## config.mk

```make
export PLATFORM = sky130hd
export DESIGN_NAME = pc
export DESIGN_NICKNAME = d
export VERILOG_FILES = /design/src/rtl/pc.sv
export SDC_FILE = /design/constraint.sdc
export NUM_CORES = 1
export LEC_CHECK = 0
export CORE_AREA = 5 5 42 44
export CTS_BUF_LIST = sky130_fd_sc_hd__clkbuf_2 sky130_fd_sc_hd__clkbuf_4 sky130_fd_sc_hd__clkbuf_8
export CTS_CLUSTER_SIZE = 12
export DETAILED_ROUTE_END_ITERATION = 8
export DIE_AREA = 0 0 47 49
export SKIP_LAST_GASP = 1
export SYNTH_ARGS = -nofsm -noshare
export SYNTH_HDL_FRONTEND = slang
export SYNTH_SLANG_ARGS = --single-unit
```

## constraint.sdc

```tcl
create_clock -name clk -period 0.97 [get_ports clk]
set_input_delay 0.097 -clock clk [delete_from_list [all_inputs] [get_ports clk]]
set_output_delay 0.097 -clock clk [all_outputs]
set_load 0.005 [all_outputs]
```

## src/rtl/pc.sv

```systemverilog
// Program counter: a single WIDTH-bit register that loads the upstream
// next-PC value on every rising clock edge. Reset is asynchronous and
// active-high, and it forces the register to RESET_VALUE.
module pc #(
  parameter int unsigned     WIDTH       = 8,
  parameter logic [WIDTH-1:0] RESET_VALUE = '0
) (
  input  logic             clk,
  input  logic             RST,
  input  logic [WIDTH-1:0] PCInput,
  output logic [WIDTH-1:0] PCOutput
);

  logic [WIDTH-1:0] pc_q;

  // Loads the next PC every cycle. Reset takes priority over the clock.
  always_ff @(posedge clk or posedge RST) begin
    if (RST) begin
      pc_q <= RESET_VALUE;
    end else begin
      pc_q <= PCInput;
    end
  end

  // The output comes straight from the register, with no path from PCInput.
  assign PCOutput = pc_q;

endmodule

```

==> results of run 1 <==
==> metal layers <==
metal / wire, um / up-vias
li1: - / 67
met1: 180 / 60
met2: 143 / 18
met3: 145 / 0
met4: 0 / 0
met5: 0 / -
==> kinds of logic after synthesis <==
| family | count (synthesis) |
|---|---|
| buffers and inverters | 1 |
| DFF | 8 |
==> synthesized netlist by cell type (all sizes together) <==
library cell,n,area [um^2]
dfrtp,8,200
inv,1,3.75
==> repair_timing <==
action                     CTS  global route
gates resized for setup     10             6
buffers inserted             0             0
setup endpoints to repair    8             6
==> report_power, final <==
part           internal (mW)  switching, mW  total (mW)
Combinational         0.0511         0.0189      0.0700
Clock                  0.140         0.0927       0.233
Sequential             0.351        0.00452       0.356
==> final timing paths <==
| path | startpoint | to | slack [ps] | cells after the start |
|---|---|---|---|---|
| max in group asynchronous | RST | PCOutput[3] | 670 | 2 |
| min | RST | PCOutput[5] | 90 | 2 |
| max | PCOutput[0] | PCOutput[0] | 70 | 1 |
| min in group clk | PCInput[2] | PCOutput[2] | 290 | 1 |
==> final cells by class <==
class / instances / area (um^2)
well taps: 16 / 20.0
fillers: 155 / 985
inverters: 1 / 3.75
clock buffers: 3 / 22.5
flip-flops and latches: 8 / 200
repair buffers: 17 / 170
==> per-stage QoR <==
stage	area [um^2]	util [%]	hold WS (ps)
after floorplan	204	-	-87.3
after global placement	394	28.1	343
after detailed placement	394	28.1	353
after CTS	409	29.2	94.1
after global routing	417	29.7	106
final	417	29.7	88.8
==> impl_metrics.prom, run 1 <==
# TYPE chip_impl_metric gauge
chip_impl_metric{name="grt_use_met2",unit="%"} 4.75
chip_impl_info{name="crit_path_top_delay_cell",value="sky130_fd_sc_hd__dfrtp_1"} 1
chip_impl_metric{name="drt_drc_violations_left",unit=""} 0
chip_impl_info{name="worst_path_dominant_cell_family",value="flip-flops"} 1
chip_impl_info{name="grt_peak_use_layer",value="met4"} 1
chip_impl_info{name="hp-class",value="primary input to async pin"} 1
chip_impl_metric{name="timing.slew.headroom",unit="%"} 81.8
chip_impl_metric{name="multi_input_gates",unit=""} 0
chip_impl_metric{name="core-area",unit="um^2"} 1400
chip_impl_metric{name="synth_fa_ha_area_share",unit="%"} 0
chip_impl_metric{name="antenna_found_initial",unit=""} 0
chip_impl_metric{name="grtUsageTotal",unit="%"} 5.05
chip_impl_metric{name="floorplan.die_area",unit="um^2"} 2300
chip_impl_metric{name="wire_length_of_the_first_global_routing_pass",unit="um"} 724
chip_impl_metric{name="p_total",unit="mW"} 0.659
chip_impl_metric{name="final_antenna_net_count",unit=""} 0
chip_impl_metric{name="synth.yosys.seq_area_share",unit="%"} 98.2
chip_impl_metric{name="antenna_cells",unit=""} 0
chip_impl_metric{name="dr.first_iter.drc_count",unit=""} 0
chip_impl_metric{name="postCtsHoldBufs",unit=""} 0
chip_impl_metric{name="io-pin-count",unit=""} 18
chip_impl_info{name="largest_family_of_logic_cells_by_synthesized_area",value="buffers and inverters"} 1
chip_impl_metric{name="final_critical_path_setup_slack",unit="ps"} 71.1
chip_impl_metric{name="synth_cell_type_count",unit=""} 2
chip_impl_metric{name="htree_levels",unit=""} 1
chip_impl_metric{name="std_cell_rows",unit=""} 14
chip_impl_metric{name="muxShareOfSynthArea",unit="%"} 0
chip_impl_metric{name="multi_input_area",unit="um^2"} 0
chip_impl_metric{name="drv_slew",unit=""} 0
chip_impl_metric{name="detail_route.wirelength",unit="um"} 470
chip_impl_metric{name="initial_core_util",unit="%"} 14.6
chip_impl_metric{name="power.static_leakage",unit="nW"} 0.184
chip_impl_metric{name="synthesis.instances",unit=""} 9
chip_impl_metric{name="worst_slew_pin_slew",unit="ps"} 273
chip_impl_metric{name="num-nets-final",unit=""} 41
chip_impl_metric{name="finalCritPeriodShare",unit="%"} 92.7
chip_impl_metric{name="routedWlPerCell",unit="um"} 10.4
chip_impl_metric{name="vias",unit=""} 145
chip_impl_metric{name="cts_buffer_depth",unit=""} 2
chip_impl_metric{name="post_synth_and_or_nand_nor_area_fraction",unit="%"} 0
chip_impl_metric{name="globalRouteMet3Util",unit="%"} 5.17
chip_impl_metric{name="gr-usage-met1",unit="%"} 5.44
chip_impl_metric{name="synthesis_to_layout_area_growth",unit="%"} 104
chip_impl_metric{name="final_layout_size_suffix_gt1_share",unit="%"} 10.3
chip_impl_metric{name="worst-endpoint-arrival",unit="ps"} 800
chip_impl_info{name="cp_cell_sequence",value="clkdlybuf4s15_1"} 1
chip_impl_metric{name="detailedRoute.firstPassIterationCount",unit=""} 1
chip_impl_metric{name="first_global_vias",unit=""} 170
chip_impl_metric{name="max_cap_viol_count",unit=""} 0
chip_impl_metric{name="place.detailed.instances",unit=""} 42
chip_impl_metric{name="pre_cts_slack",unit="ps"} 57.3
chip_impl_metric{name="finalHoldViolCount",unit=""} 0
chip_impl_metric{name="critical_path.max_stage_delay",unit="ps"} 360
chip_impl_metric{name="layoutNonFillerInstCount",unit=""} 45
chip_impl_metric{name="timing.final.crit_period",unit="ps"} 899
chip_impl_info{name="rsz0062_at_grt",value="no"} 1
chip_impl_metric{name="flip_flop_count_of_the_largest_register_after_layout",unit=""} 8
chip_impl_metric{name="critPathMaxFanout",unit=""} 1
chip_impl_metric{name="synth_seq_cells",unit=""} 8
chip_impl_metric{name="worst-endpoint-required",unit="ps"} 870
chip_impl_metric{name="chip_height",unit="um"} 49
chip_impl_metric{name="grt_start_max_net_pins",unit=""} 9
chip_impl_info{name="timing.setup.critical_path_class",value="flip-flop to output pin"} 1
chip_impl_metric{name="netlist_area",unit="um^2"} 204
chip_impl_metric{name="cp_num_buf_inv",unit=""} 1
chip_impl_metric{name="globalplace.congestion",unit=""} 0.745
chip_impl_info{name="clk_root_buffer_cell",value="sky130_fd_sc_hd__clkbuf_4"} 1
chip_impl_metric{name="ir_drop",unit="mV"} 0.459
chip_impl_metric{name="clk_transition_reported_paths",unit="ps"} 50
chip_impl_metric{name="synth-warning-count",unit=""} 0
chip_impl_metric{name="max_clock_freq",unit="GHz"} 1.11
chip_impl_metric{name="yosys.area_share.xor_xnor",unit="%"} 0
chip_impl_metric{name="syn-num-nets",unit=""} 19
chip_impl_metric{name="overflow",unit=""} 0
chip_impl_metric{name="route.detailed.vias_per_inst",unit=""} 3.22
chip_impl_metric{name="synth.avg_cell_area",unit="um^2"} 22.7
chip_impl_metric{name="cts_buffers",unit=""} 3
chip_impl_metric{name="die_x",unit="um"} 47
chip_impl_metric{name="synth_compound_gate_area_share",unit="%"} 0
chip_impl_info{name="timing.critical_path.to_type",value="output pin"} 1
chip_impl_info{name="run_status",value="finished clean"} 1
chip_impl_metric{name="power_density",unit="nW/um^2"} 1580
chip_impl_info{name="worst_setup_path_start_kind",value="flip-flop"} 1
chip_impl_metric{name="setup_total_negative_slack",unit="ps"} 0
chip_impl_metric{name="finalSetupViolations",unit=""} 0
chip_impl_metric{name="number_of_sinks_on_the_clock_net",unit=""} 8
chip_impl_info{name="tritoncts",value="yes"} 1
chip_impl_info{name="layout.cells.most_common_list",value="9 x sky130_fd_sc_hd__clkdlybuf4s50_1, 8 x sky130_fd_sc_hd__dfrtp_1, 8 x sky130_fd_sc_hd__clkdlybuf4s15_1"} 1
chip_impl_metric{name="port_buffers",unit=""} 17
chip_impl_info{name="mostFrequentLayoutCell",value="sky130_fd_sc_hd__clkdlybuf4s50_1"} 1
Note: power is estimated with default switching activity, not from simulation.
==> inputs of run 2 (changes only) <==
- GPL_TIMING_DRIVEN: unset -> 0
==> results of run 2 <==
Final layout, timing and power as in run 1 (identical DEF).
==> patch: new RTL, flow settings as in run 2 <==
Put one more register stage on the output `PCOutput`, cleared by the reset. The value now appears one clock later.
--- a/src/rtl/pc.sv
+++ b/src/rtl/pc.sv
@@ -23,7 +23,13 @@
   end
 
   // The output comes straight from the register, with no path from PCInput.
-  assign PCOutput = pc_q;
+  always_ff @(posedge clk or posedge RST) begin
+    if (RST) begin
+      PCOutput <= '0;
+    end else begin
+      PCOutput <= pc_q;
+    end
+  end
 
 endmodule
 
Formal check against the unedited RTL: not equivalent (Yosys sat finds a counterexample within 4 cycles, from zero or initial values and one cycle with RST high).
==> patch against run 2 <==
- worst setup slack worse by 0.032 ns
- sequential cell count is 8 higher
- routed wire length is 8.7% higher
- maximum frequency is 3.4% lower
- area after synthesis is 98% higher
- power is 65% higher
- combinational power is 4.6% higher
- final area is 47% higher
- hold slack better by 0.086 ns
- critical path type unchanged
- critical endpoint is now PCOutput[7]
- largest power group unchanged
- highest routed layer unchanged
==> patch: results (changes against run 2) <==
[route]
dr_total_vias=194  ; +34%
drt_wl_total_um=511  ; +8.7%
drt-pass1-iter-count=1  ; unchanged

[grt]
grt_first_pass_wirelength_um=765  ; +5.7%
grt_util_all_layers=0.0490  ; -0.00147
grt_pass1_vias=206  ; +21%
grt_max_degree=17  ; +8

[synthesis]
yosysSeqAreaShare=0.991  ; +0.00912
yosys-top-cells-area=sky130_fd_sc_hd__dfrtp_1, sky130_fd_sc_hd__inv_1
synthFlopType=sky130_fd_sc_hd__dfrtp_1
postSynthNetCount=27  ; +8
synthTopCellsByCount=sky130_fd_sc_hd__dfrtp_1, sky130_fd_sc_hd__inv_1

[power_and_ir_drop]
p_leak_nw=0.277  ; +50%
max-vdd-ir-drop_v=0.000743  ; +62%

[timing]
timing.hold.ws_ns=0.175  ; +0.0857 ns
tightest_slew_ns=0.542  ; +0.270 ns

[setup_path]
critical_path.max_fanout=1  ; unchanged
cp_data_arrival_time_ns=0.83  ; +0.03 ns
r2r.worst_path.cells=0
crit_slowest_cell=sky130_fd_sc_hd__dfrtp_1
startpoint=PCOutput[7]
regToRegEndpoint=PCOutput[5]
critical_path.top_delay_family=flip-flops

[clocking]
cts.reportedPaths.clkPinSlew_ns=0.08  ; +0.03 ns
clock_tree.htree_level_count=1  ; unchanged
post-cts-setup-buffer-count=0  ; unchanged
cts.repair.resized=16  ; +6
clk_root_buffer_cell=sky130_fd_sc_hd__clkbuf_4

[placed_design]
finalWeightedCongestion=0.636  ; -15%
dpl_worst_slack_ns=0.0568  ; -0.000485 ns

[layout]
drive_above_1_share=0.108  ; +0.00466
filler_cell_count=134  ; -14%
final_nets=49  ; +20%
antenna-diode-count=0  ; unchanged
register_area_um2=400  ; +100%

[status]
outcome=finished clean

-- patch: cell count changes after synthesis --
| cell | before | now |
|---|---|---|
| sky130_fd_sc_hd__dfrtp_1 | 8 | 16 |
-- patch: logic make-up after synthesis --
group and synth area share:
flops 0.991, buf+inv 0.00928
-- patch: how the worst max path moves through the flow --
| stage | end | slack [ns] |
|---|---|---|
| 2_1_floorplan | PCOutput[0] | 0.52 |
| 3_3_place_gp | PCOutput[7] | 0.08 |
| 3_5_place_dp | PCOutput[7] | 0.06 |
| 4_1_cts | PCOutput[7] | 0.02 |
| 5_1_grt | PCOutput[1] | 0.0005 |
| 6_report | PCOutput[7] | 0.04 |
-- patch: where the power goes --
| part | switching (mW) | total [mW] | internal [mW] |
|---|---|---|---|
| logic | 0.0233 | 0.0732 | 0.0499 |
| clock network | 0.164 | 0.307 | 0.143 |
| registers | 0.00782 | 0.707 | 0.700 |
| total | 0.195 | 1.09 | 0.893 |
-- patch: final cells by class --
cell class / instances / share of cell area
Clock buffer: 3 / 0.0368
Inverter: 1 / 0.00613
Timing Repair Buffer: 17 / 0.270
Sequential cell: 16 / 0.654
Tap cell: 16 / 0.0327
-- patch: through the flow --
step	instance area [um^2]	power, mW	std cells
3_5_place_dp	594	0.807	50
2_1_floorplan	404	0.733	17
6_report	612	1.09	53
4_1_cts	617	1.11	53
3_3_place_gp	594	0.804	50
5_1_grt	612	1.14	53
-- patch: per-layer routing --
| metal | GRT usage | vias to the layer above | wire length, um |
|---|---|---|---|
| li1 | - | 90 | - |
| met1 | 0.0545 | 91 | 168 |
| met2 | 0.0679 | 13 | 254 |
| met3 | 0.0221 | 0 | 88 |
| met4 | 0.0415 | 0 | 0 |
| met5 | 0 | - | 0 |
